**src/rtl/fpa_pkg.sv**
```systemverilog
// Shared types and constants for the binary32 adder sequencer.
package fpa_pkg;

    localparam int unsigned WORD_W   = 32;
    localparam int unsigned EXP_W    = 8;
    localparam int unsigned FRAC_W   = 23;
    localparam int unsigned MANT_W   = FRAC_W + 1;
    localparam int unsigned SUM_W    = MANT_W + 1;
    localparam int unsigned EXPI_W   = 10;
    localparam int unsigned SHAMT_W  = 5;
    localparam int unsigned EXP_BIAS = 127;
    localparam int unsigned EXP_MAX  = 255;

    typedef enum logic [2:0] {
        IDLE  = 3'd0,
        ALIGN = 3'd1,
        ADD   = 3'd2,
        NORM  = 3'd3,
        DONE  = 3'd4
    } state_t;

    typedef struct packed {
        logic              sign;
        logic [EXP_W-1:0]  exp;
        logic [MANT_W-1:0] mant;
    } unpacked_t;

    // Split a binary32 word; denormals flush to a zero mantissa.
    function automatic unpacked_t unpack_fp(input logic [WORD_W-1:0] v);
        unpacked_t u;
        u.sign = v[WORD_W-1];
        u.exp  = v[WORD_W-2 -: EXP_W];
        u.mant = (u.exp != '0) ? {1'b1, v[FRAC_W-1:0]} : '0;
        return u;
    endfunction

endpackage

```
**src/rtl/lead_one_norm.sv**
```systemverilog
// Leading-one detect over the 25-bit sum and matching left shift into a 24-bit mantissa.
module lead_one_norm
    import fpa_pkg::*;
(
    input  logic [SUM_W-1:0]   sum,
    output logic [MANT_W-1:0]  norm_c,
    output logic [SHAMT_W-1:0] shamt_c
);

    logic [SHAMT_W-1:0] pos;

    // shamt is measured in the 25-bit frame: 0 means carry-out (net right shift by one).
    always_comb begin
        pos = '0;
        for (int i = 0; i < SUM_W; i++) begin
            if (sum[i]) pos = SHAMT_W'(i);
        end
        shamt_c = SHAMT_W'(SUM_W - 1) - pos;
        norm_c  = MANT_W'((sum << shamt_c) >> 1);
    end

endmodule

```
**src/rtl/fpa_seq_ctrl.sv**
```systemverilog
// Multi-cycle binary32 adder sequencer: capture, align, add/sub, normalize, hand off.
module fpa_seq_ctrl
    import fpa_pkg::*;
(
    input  logic              clk,
    input  logic              rst_n,
    input  logic              in_valid,
    output logic              in_ready,
    input  logic [WORD_W-1:0] a,
    input  logic [WORD_W-1:0] b,
    output logic              out_valid,
    input  logic              out_ready,
    output logic [WORD_W-1:0] result,
    output logic              overflow,
    output logic              busy
);

    state_t state_q, state_d;
    logic   in_ready_d, out_valid_d, busy_d;

    logic [WORD_W-1:0]  a_q, b_q;
    unpacked_t          x_q;
    logic [MANT_W-1:0]  ym_q;
    logic               sub_q;
    logic               special_q;
    logic [WORD_W-1:0]  spec_res_q;
    logic [SUM_W-1:0]   sum_q;
    logic               sign_q;
    logic signed [EXPI_W-1:0] exp_q;

    unpacked_t          ua_c, ub_c, x_c, y_c;
    logic [EXP_W-1:0]   ediff_c;
    logic [MANT_W-1:0]  ym_c;
    logic               special_c;
    logic [WORD_W-1:0]  spec_res_c;
    logic [SUM_W-1:0]   sum_c;
    logic [MANT_W-1:0]  norm_c;
    logic [SHAMT_W-1:0] shamt_c;
    logic signed [EXPI_W-1:0] exp_adj_c;
    logic               le_zero_c, ge_max_c;
    logic [WORD_W-1:0]  res_c;
    logic               ov_c;

    // State and handshake flags registered together so outputs track the state.
    always_ff @(posedge clk or negedge rst_n) begin
        if (!rst_n) begin
            state_q   <= IDLE;
            in_ready  <= 1'b1;
            out_valid <= 1'b0;
            busy      <= 1'b0;
        end else begin
            state_q   <= state_d;
            in_ready  <= in_ready_d;
            out_valid <= out_valid_d;
            busy      <= busy_d;
        end
    end

    always_comb begin
        state_d = state_q;
        case (state_q)
            IDLE:    if (in_valid && in_ready) state_d = ALIGN;
            ALIGN:   state_d = ADD;
            ADD:     state_d = NORM;
            NORM:    state_d = DONE;
            DONE:    if (out_valid && out_ready) state_d = IDLE;
            default: state_d = IDLE;
        endcase
    end

    always_comb begin
        in_ready_d  = 1'b0;
        out_valid_d = 1'b0;
        busy_d      = 1'b1;
        if (state_d == IDLE) begin
            in_ready_d = 1'b1;
            busy_d     = 1'b0;
        end
        if (state_d == DONE) out_valid_d = 1'b1;
    end

    // Alignment: larger magnitude becomes X, Y mantissa shifted right by the exponent gap.
    always_comb begin
        ua_c       = unpack_fp(a_q);
        ub_c       = unpack_fp(b_q);
        x_c        = ua_c;
        y_c        = ub_c;
        if (a_q[WORD_W-2:0] < b_q[WORD_W-2:0]) begin
            x_c = ub_c;
            y_c = ua_c;
        end
        ediff_c    = x_c.exp - y_c.exp;
        ym_c       = (ediff_c >= EXP_W'(MANT_W)) ? '0 : (y_c.mant >> ediff_c);
        special_c  = (ua_c.exp == EXP_W'(EXP_MAX)) || (ub_c.exp == EXP_W'(EXP_MAX));
        spec_res_c = (ua_c.exp == EXP_W'(EXP_MAX)) ? a_q : b_q;
    end

    always_comb begin
        sum_c = '0;
        if (sub_q) sum_c = {1'b0, x_q.mant} - {1'b0, ym_q};
        else       sum_c = {1'b0, x_q.mant} + {1'b0, ym_q};
    end

    lead_one_norm u_lead_one_norm (
        .sum     (sum_q),
        .norm_c  (norm_c),
        .shamt_c (shamt_c)
    );

    // Normalize and pack; exponent range checks use the signed 10-bit intermediate.
    always_comb begin
        exp_adj_c = exp_q + EXPI_W'(1) - EXPI_W'(shamt_c);
        le_zero_c = exp_adj_c[EXPI_W-1] || (exp_adj_c == '0);
        ge_max_c  = !exp_adj_c[EXPI_W-1] && (exp_adj_c >= EXPI_W'(EXP_MAX));
        res_c     = {sign_q, EXP_W'(exp_adj_c), FRAC_W'(norm_c)};
        ov_c      = 1'b0;
        if (special_q) begin
            res_c = spec_res_q;
        end else if (sum_q == '0) begin
            res_c = '0;
        end else if (le_zero_c) begin
            res_c = {sign_q, {(EXP_W + FRAC_W){1'b0}}};
        end else if (ge_max_c) begin
            res_c = {sign_q, {EXP_W{1'b1}}, {FRAC_W{1'b0}}};
            ov_c  = 1'b1;
        end
    end

    // Datapath registers advance only in the stage that owns them.
    always_ff @(posedge clk or negedge rst_n) begin
        if (!rst_n) begin
            a_q        <= '0;
            b_q        <= '0;
            x_q        <= '0;
            ym_q       <= '0;
            sub_q      <= 1'b0;
            special_q  <= 1'b0;
            spec_res_q <= '0;
            sum_q      <= '0;
            sign_q     <= 1'b0;
            exp_q      <= '0;
            result     <= '0;
            overflow   <= 1'b0;
        end else begin
            case (state_q)
                IDLE: begin
                    if (in_valid && in_ready) begin
                        a_q <= a;
                        b_q <= b;
                    end
                end
                ALIGN: begin
                    x_q        <= x_c;
                    ym_q       <= ym_c;
                    sub_q      <= x_c.sign ^ y_c.sign;
                    special_q  <= special_c;
                    spec_res_q <= spec_res_c;
                end
                ADD: begin
                    sum_q  <= sum_c;
                    sign_q <= x_q.sign;
                    exp_q  <= EXPI_W'(x_q.exp);
                end
                NORM: begin
                    result   <= res_c;
                    overflow <= ov_c;
                end
                default: ;
            endcase
        end
    end

endmodule
```
**config.mk**
```make
export PLATFORM = sky130hd
export DESIGN_NAME = fpa_seq_ctrl
export DESIGN_NICKNAME = d
export VERILOG_FILES = /design/src/rtl/fpa_pkg.sv /design/src/rtl/lead_one_norm.sv /design/src/rtl/fpa_seq_ctrl.sv
export SDC_FILE = /design/constraint.sdc
export NUM_CORES = 1
export LEC_CHECK = 0
export ABC_CLOCK_PERIOD_IN_PS = 7500
export CORE_MARGIN = 1
export CORE_UTILIZATION = 60
export CTS_CLUSTER_DIAMETER = 30
export CTS_CLUSTER_SIZE = 30
export DETAILED_ROUTE_END_ITERATION = 8
export HOLD_SLACK_MARGIN = 0.06
export PLACE_DENSITY_LB_ADDON = 0.15
export SLEW_MARGIN = 20
export SYNTH_ARGS = -nofsm -noshare
export SYNTH_HDL_FRONTEND = slang
export SYNTH_SLANG_ARGS = --single-unit
```
**constraint.sdc**
```tcl
create_clock -name clk -period 7.5 [get_ports clk]
set_clock_uncertainty 0.15 [all_clocks]
set_input_delay 1.125 -clock clk [delete_from_list [all_inputs] [get_ports clk]]
set_output_delay 1.125 -clock clk [all_outputs]
set_load 0.02 [all_outputs]
```
==> impl_metrics.json, run 1 <==
{
  "rsz0062_at_grt": "no",
  "outcome": "finished, violations left",
  "synth_area_per_cell_sq_um": 8.70,
  "hold_path_end": "spec_res_q[30]$_DFFE_PN0N_",
  "violations": "design-rule violations",
  "wl_per_cell_um": 21.4,
  "viasPerCell": 6.58,
  "clkTransAtPathRegs_ns": 0.05,
  "setup_viol": 0,
  "grt_use_total": 0.356,
  "worst_pin_slew_ns": 1.10,
  "slowest_delay_ns": 0.67,
  "tns_ns": 0,
  "root_buffer": "clkbuf_16",
  "nets": 2062,
  "rrSetupSlack_ns": 1.11,
  "layout_common_cells": "270 x nand2_1, 227 x dfrtp_1, 158 x o21ai_0",
  "crit_type": "reg2reg",
  "synth_edf_count": 0,
  "portBuffers": 103,
  "crit_path_start_kind": "flop",
  "antenna_found_initial": 2,
  "wl_mm": 49.2,
  "min_delay_path_depth": 2,
  "fp.dieH_um": 166,
  "synthMuxAreaShare": 0.124,
  "grt_max_degree": 134,
  "fin_crit_sh": 0.852,
  "synth_fa_ha_area_frac": 0.0557,
  "finalHoldViolCount": 0,
  "gp_congestion": 0.990,
  "clockBufferDepth": 3,
  "synth_top_family_by_area": "compound AO/OA/AOI/OAI gates",
  "yosys.area_share.simple": 0.175,
  "antenna_cells": 0,
  "critPathMaxFanout": 12,
  "worstHoldStart": "spec_res_q[30]$_DFFE_PN0N_",
  "cts_tree": "built",
  "numCtsBuffers": 48,
  "crit_arrival_ns": 6.75,
  "grt_pass1_wl_mm": 78.6,
  "num_vias": 15100,
  "synthToLayoutAreaGrowth_pct": 17.1,
  "seq_area_frac_synth": 0.352,
  "slew_viol_final": 0,
  "first_iter_violations": 1657,
  "start_util": 0.618,
  "drv_cap": 0,
  "synth-xor-area-share": 0.0269,
  "layout-drive-gt1-share": 0.122,
  "fp.dieW_um": 166,
  "insertion_delay_ns": 0.57,
  "io_pins": 104,
  "r2r-end": "result[9]$_DFFE_PN0N_",
  "grt-ovfl-total": 0,
  "r2r-start": "sum_q[1]$_DFFE_PN0N_",
  "timing.slew.headroom": 0.257,
  "ys.warnings.count": 0,
  "die_area_sq_um": 27700,
  "synth-async-reset-ratio": 1.00,
  "core_sq_um": 26300,
  "cts_resized": 0,
  "grt_pass1_vias": 14600,
  "end_kind": "flop",
  "rows": 59,
  "fmax_mhz": 157,
  "holdCritPathClass": "reg2reg",
  "netlist_instances": 1865,
  "mostFrequentLayoutCell": "nand2_1",
  "synth_compound_area_frac": 0.215,
  "synth_ff_type": "dfrtp_1",
  "reg2reg_depth": 25,
  "drtAntennaViolNets": 0,
  "h-tree-depth": 2,
  "cts_sinks": 228,
  "critPathRequiredTime_ns": 7.86,
  "fillCellCount": 1993,
  "final_period_minus_worst_setup_slack_ns": 6.39,
  "drc": 6,
  "cp_slowest_cell": "nor2_1",
  "synthesis.nets": 2004,
  "place_hpwl_mm": 35.6,
  "synthesis.area_sq_um": 16200,
  "postCtsSetupBuffers": 0,
  "ys_ff_latch": 228,
  "cts_hold_buf": 0,
  "synth.distinct_cells": 93,
  "dr.pass1.iters": 9
}
[stage by stage]
stage	instances	hold WS, ns	worst slack (ns)	cell area, sq um	util
3_5_place_dp	2208	0.307	1.18	17400	0.662
2_1_floorplan	1865	0.289	1.26	16200	-
5_1_grt	2294	0.344	0.698	19000	0.723
4_1_cts	2294	0.319	1.16	19000	0.723
6_report	2294	0.318	1.11	19000	0.723
3_3_place_gp	2208	0.301	1.37	17400	0.662
[worst max-delay path by stage]
stage                                startpoint                     to  slack [ns]  cells after the start
final                      sum_q[1]$_DFFE_PN0N_  result[9]$_DFFE_PN0N_        1.11                     25
after global routing       sum_q[1]$_DFFE_PN0N_  result[7]$_DFFE_PN0N_        0.70                     25
after CTS                  sum_q[1]$_DFFE_PN0N_  result[9]$_DFFE_PN0N_        1.16                     25
after detailed placement   sum_q[1]$_DFFE_PN0N_  result[1]$_DFFE_PN0N_        1.18                     25
after global placement     sum_q[1]$_DFFE_PN0N_  result[9]$_DFFE_PN0N_        1.37                     25
after floorplan           sum_q[18]$_DFFE_PN0N_  result[0]$_DFFE_PN0N_        1.26                     25
[area by class of cell]
cell class                 count  area, sq um  share of cell area
multi-input combinational   1435         9720               0.511
sequential                   228         5710               0.300
clock buffer                  55         1270              0.0667
timing repair buffer         130         1250              0.0658
tap                          335          419              0.0220
clock inverter                31          347              0.0182
inverter                      80          300              0.0158
[logic make-up (layout without fill, tap and decap cells)]
| kind of cell | count (synthesis) | count (layout) |
|---|---|---|
| AO/OA/AOI/OAI | 529 | 529 |
| buffers and inverters | 202 | 296 |
| multiplexers | 164 | 164 |
| flip-flops | 228 | 228 |
| AND/OR/NAND/NOR | 622 | 622 |
| adder cells (fa/ha/maj) | 71 | 71 |
| XOR/XNOR | 49 | 49 |
[state kept, by name (all words and copies together) (netlist names)]
register	flops
a_q	32
b_q	32
busy	1
exp_q	8
in_ready	1
out_valid	1
overflow	1
result	32
sign_q	1
spec_res_q	32
special_q	1
state_q	3
sub_q	1
sum_q	25
x_q	33
ym_q	24
[worst max-delay path: cells and delay by family (launching register included)]
kind,cells,cell delay (ns)
XOR/XNOR,2,0.56
flip-flops,1,0.45
buffers and inverters,3,0.40
adder cells (fa/ha/maj),3,0.85
AND/OR/NAND/NOR,6,1.98
AO/OA/AOI/OAI,11,1.91
[synth_stat cells (all sizes together), types with 18 or more instances]
cell type	number	area share
nand2	270	0.062
dfrtp	227	0.35
o21ai	166	0.052
nor2	153	0.037
a21oi	105	0.033
clkbuf	99	0.023
inv	80	0.019
mux2i	74	0.046
ha	69	0.053
mux2	67	0.046
nand3	42	0.013
xnor2	38	0.021
a221oi	34	0.019
a31oi	33	0.013
nor3	29	0.010
buf	23	0.0099
mux4	23	0.032
and3	22	0.0085
o211ai	22	0.011
a211oi	18	0.0089
and2	18	0.0069
[layer usage]
layer  global-route usage  wire length [um]
met5                    0                27
met4                0.157              2190
met3               0.0475              3900
met2                0.576             22500
met1                0.480             20500
Power of run 1 is not shown: default switching activity piles up to over one toggle a cycle in this logic, so the estimate is an artifact.
==> run 2, diff against run 1 <==
--- a/config.mk
+++ b/config.mk
@@ -7,13 +7,12 @@
 export LEC_CHECK = 0
 export ABC_CLOCK_PERIOD_IN_PS = 7500
 export CORE_MARGIN = 1
-export CORE_UTILIZATION = 60
+export CORE_UTILIZATION = 27
 export CTS_CLUSTER_DIAMETER = 30
 export CTS_CLUSTER_SIZE = 30
 export DETAILED_ROUTE_END_ITERATION = 8
 export HOLD_SLACK_MARGIN = 0.06
-export PLACE_DENSITY_LB_ADDON = 0.15
-export SLEW_MARGIN = 20
+export SLEW_MARGIN = 5
 export SYNTH_ARGS = -nofsm -noshare
 export SYNTH_HDL_FRONTEND = slang
 export SYNTH_SLANG_ARGS = --single-unit
==> run 2 against run 1 <==
The flow still finishes with violations (design-rule violations). Setup slack worse by 0.33 ns. Flip-flop and latch count unchanged. Sequential share of layout area down 1.0 points. Worst hold slack worse by 0.0017 ns. Wire length up 7.8%. Global-route usage down 18 points. Die area up 120%. Cell count up 19%. Critical path type unchanged. Largest cell class unchanged. Highest routed layer is now met4.
==> impl_metrics.json, run 2 (same netlist as run 1, synthesis figures left out) <==
{
  "slowest_delay_ns": 0.68,
  "slew_viol_final": 0,
  "portBuffers": 103,
  "die_area_sq_um": 61100,
  "grt_max_degree": 164,
  "violations": "design-rule violations",
  "gp_congestion": 0.947,
  "finalHoldViolCount": 0,
  "cts_sinks": 228,
  "cts_hold_buf": 0,
  "core_sq_um": 59200,
  "worstHoldStart": "spec_res_q[24]$_DFFE_PN0N_",
  "rsz0062_at_grt": "no",
  "cts_resized": 0,
  "insertion_delay_ns": 0.59,
  "setup_viol": 0,
  "rrSetupSlack_ns": 0.78,
  "dr.pass1.iters": 7,
  "utilization": 0.332,
  "wl_mm": 53.0,
  "drc": 7,
  "regMostFlops": "x_q",
  "fmax_mhz": 149,
  "layout_common_cells": "270 x nand2_1, 227 x dfrtp_1, 158 x o21ai_0",
  "crit_family": "simple AND/OR/NAND/NOR gates",
  "final_period_minus_worst_setup_slack_ns": 6.72,
  "clockBufferDepth": 3,
  "grt_pass1_wl_mm": 83.0,
  "cts_tree": "built",
  "fin_crit_sh": 0.896,
  "rows": 89,
  "viasPerCell": 5.38,
  "reg2reg_depth": 25,
  "fp.dieW_um": 247,
  "critPathMaxFanout": 22,
  "timing.slew.headroom": 0.162,
  "mostFrequentLayoutCell": "nand2_1",
  "path_buf_inv": 3,
  "end_kind": "flop",
  "synthToLayoutAreaGrowth_pct": 21.2,
  "antenna_cells": 0,
  "tns_ns": 0,
  "crit_path_start_kind": "flop",
  "antenna_found_initial": 2,
  "crit_type": "reg2reg",
  "outcome": "finished, violations left",
  "root_buffer": "clkbuf_16",
  "postCtsSetupBuffers": 0,
  "h-tree-depth": 2,
  "drv_cap": 0,
  "io_pins": 104,
  "crit_arrival_ns": 7.09,
  "grt-ovfl-total": 0,
  "holdCritPathClass": "reg2reg",
  "place_hpwl_mm": 39.6,
  "first_iter_violations": 1099,
  "numCtsBuffers": 48,
  "fp.dieH_um": 247,
  "grt_pass1_vias": 14300,
  "wl_per_cell_um": 19.4,
  "r2r-end": "result[9]$_DFFE_PN0N_",
  "critPathRequiredTime_ns": 7.88,
  "r2r-start": "sum_q[1]$_DFFE_PN0N_",
  "grt_use_total": 0.174,
  "worst_pin_slew_ns": 1.25,
  "clkTransAtPathRegs_ns": 0.05,
  "start_util": 0.274,
  "min_delay_path_depth": 2,
  "nets": 2066,
  "layout-drive-gt1-share": 0.124,
  "cp_slowest_cell": "nor2_1",
  "num_vias": 14700,
  "hold_path_end": "spec_res_q[24]$_DFFE_PN0N_",
  "drtAntennaViolNets": 0,
  "largest_register_ffs": 33
}
run 2: cell count changes in the layout (fill, tap and decap cells not counted), moves of 2 or more:
cell	before	now
clkinv_2	10	6
inv_6	4	8
buf_4	26	30
bufinv_16	3	7
clkinvlp_4	2	4
inv_8	3	0
run 2: metal layers:
layer / vias up / track usage / share of wire
met5: - / 0 / 0
met4: 0 / 0.0577 / 0.025
met3: 88 / 0.0276 / 0.061
met2: 499 / 0.259 / 0.43
met1: 7209 / 0.253 / 0.48
li1: 6937 / - / -
run 2: final cells by class:
cell class / count / area (sq um)
Fill cell: 6196 / 39600
Multi-Input combinational cell: 1435 / 9710
Sequential cell: 228 / 5710
Timing Repair Buffer: 134 / 1280
Clock buffer: 55 / 1260
Tap cell: 773 / 967
Clock inverter: 33 / 450
Inverter: 80 / 300
run 2: per-stage QoR:
step | setup slack, ns | hold slack (ns) | instance area, sq um | std cells
after floorplan | 1.26 | 0.289 | 16200 | 1865
after global placement | 0.959 | 0.301 | 18000 | 2650
after detailed placement | 0.837 | 0.306 | 18000 | 2650
after CTS | 0.817 | 0.318 | 19700 | 2738
after global routing | 0.238 | 0.337 | 19700 | 2738
final | 0.783 | 0.316 | 19700 | 2738
run 2: worst min-delay path, stage by stage (launching register included):
cell and delay (ns):
dfrtp_1 0.34, nand2_1 0.05, nand2_1 0.05
run 2: worst max path at each step:
stage | cells after the start | from | to
after floorplan | 25 | sum_q[18]$_DFFE_PN0N_ | result[0]$_DFFE_PN0N_
after global placement | 25 | sum_q[1]$_DFFE_PN0N_ | result[9]$_DFFE_PN0N_
after detailed placement | 25 | sum_q[1]$_DFFE_PN0N_ | result[9]$_DFFE_PN0N_
after CTS | 25 | sum_q[1]$_DFFE_PN0N_ | result[9]$_DFFE_PN0N_
after global routing | 25 | sum_q[1]$_DFFE_PN0N_ | result[7]$_DFFE_PN0N_
final | 25 | sum_q[1]$_DFFE_PN0N_ | result[9]$_DFFE_PN0N_
Power of run 2 is left out for the same reason.
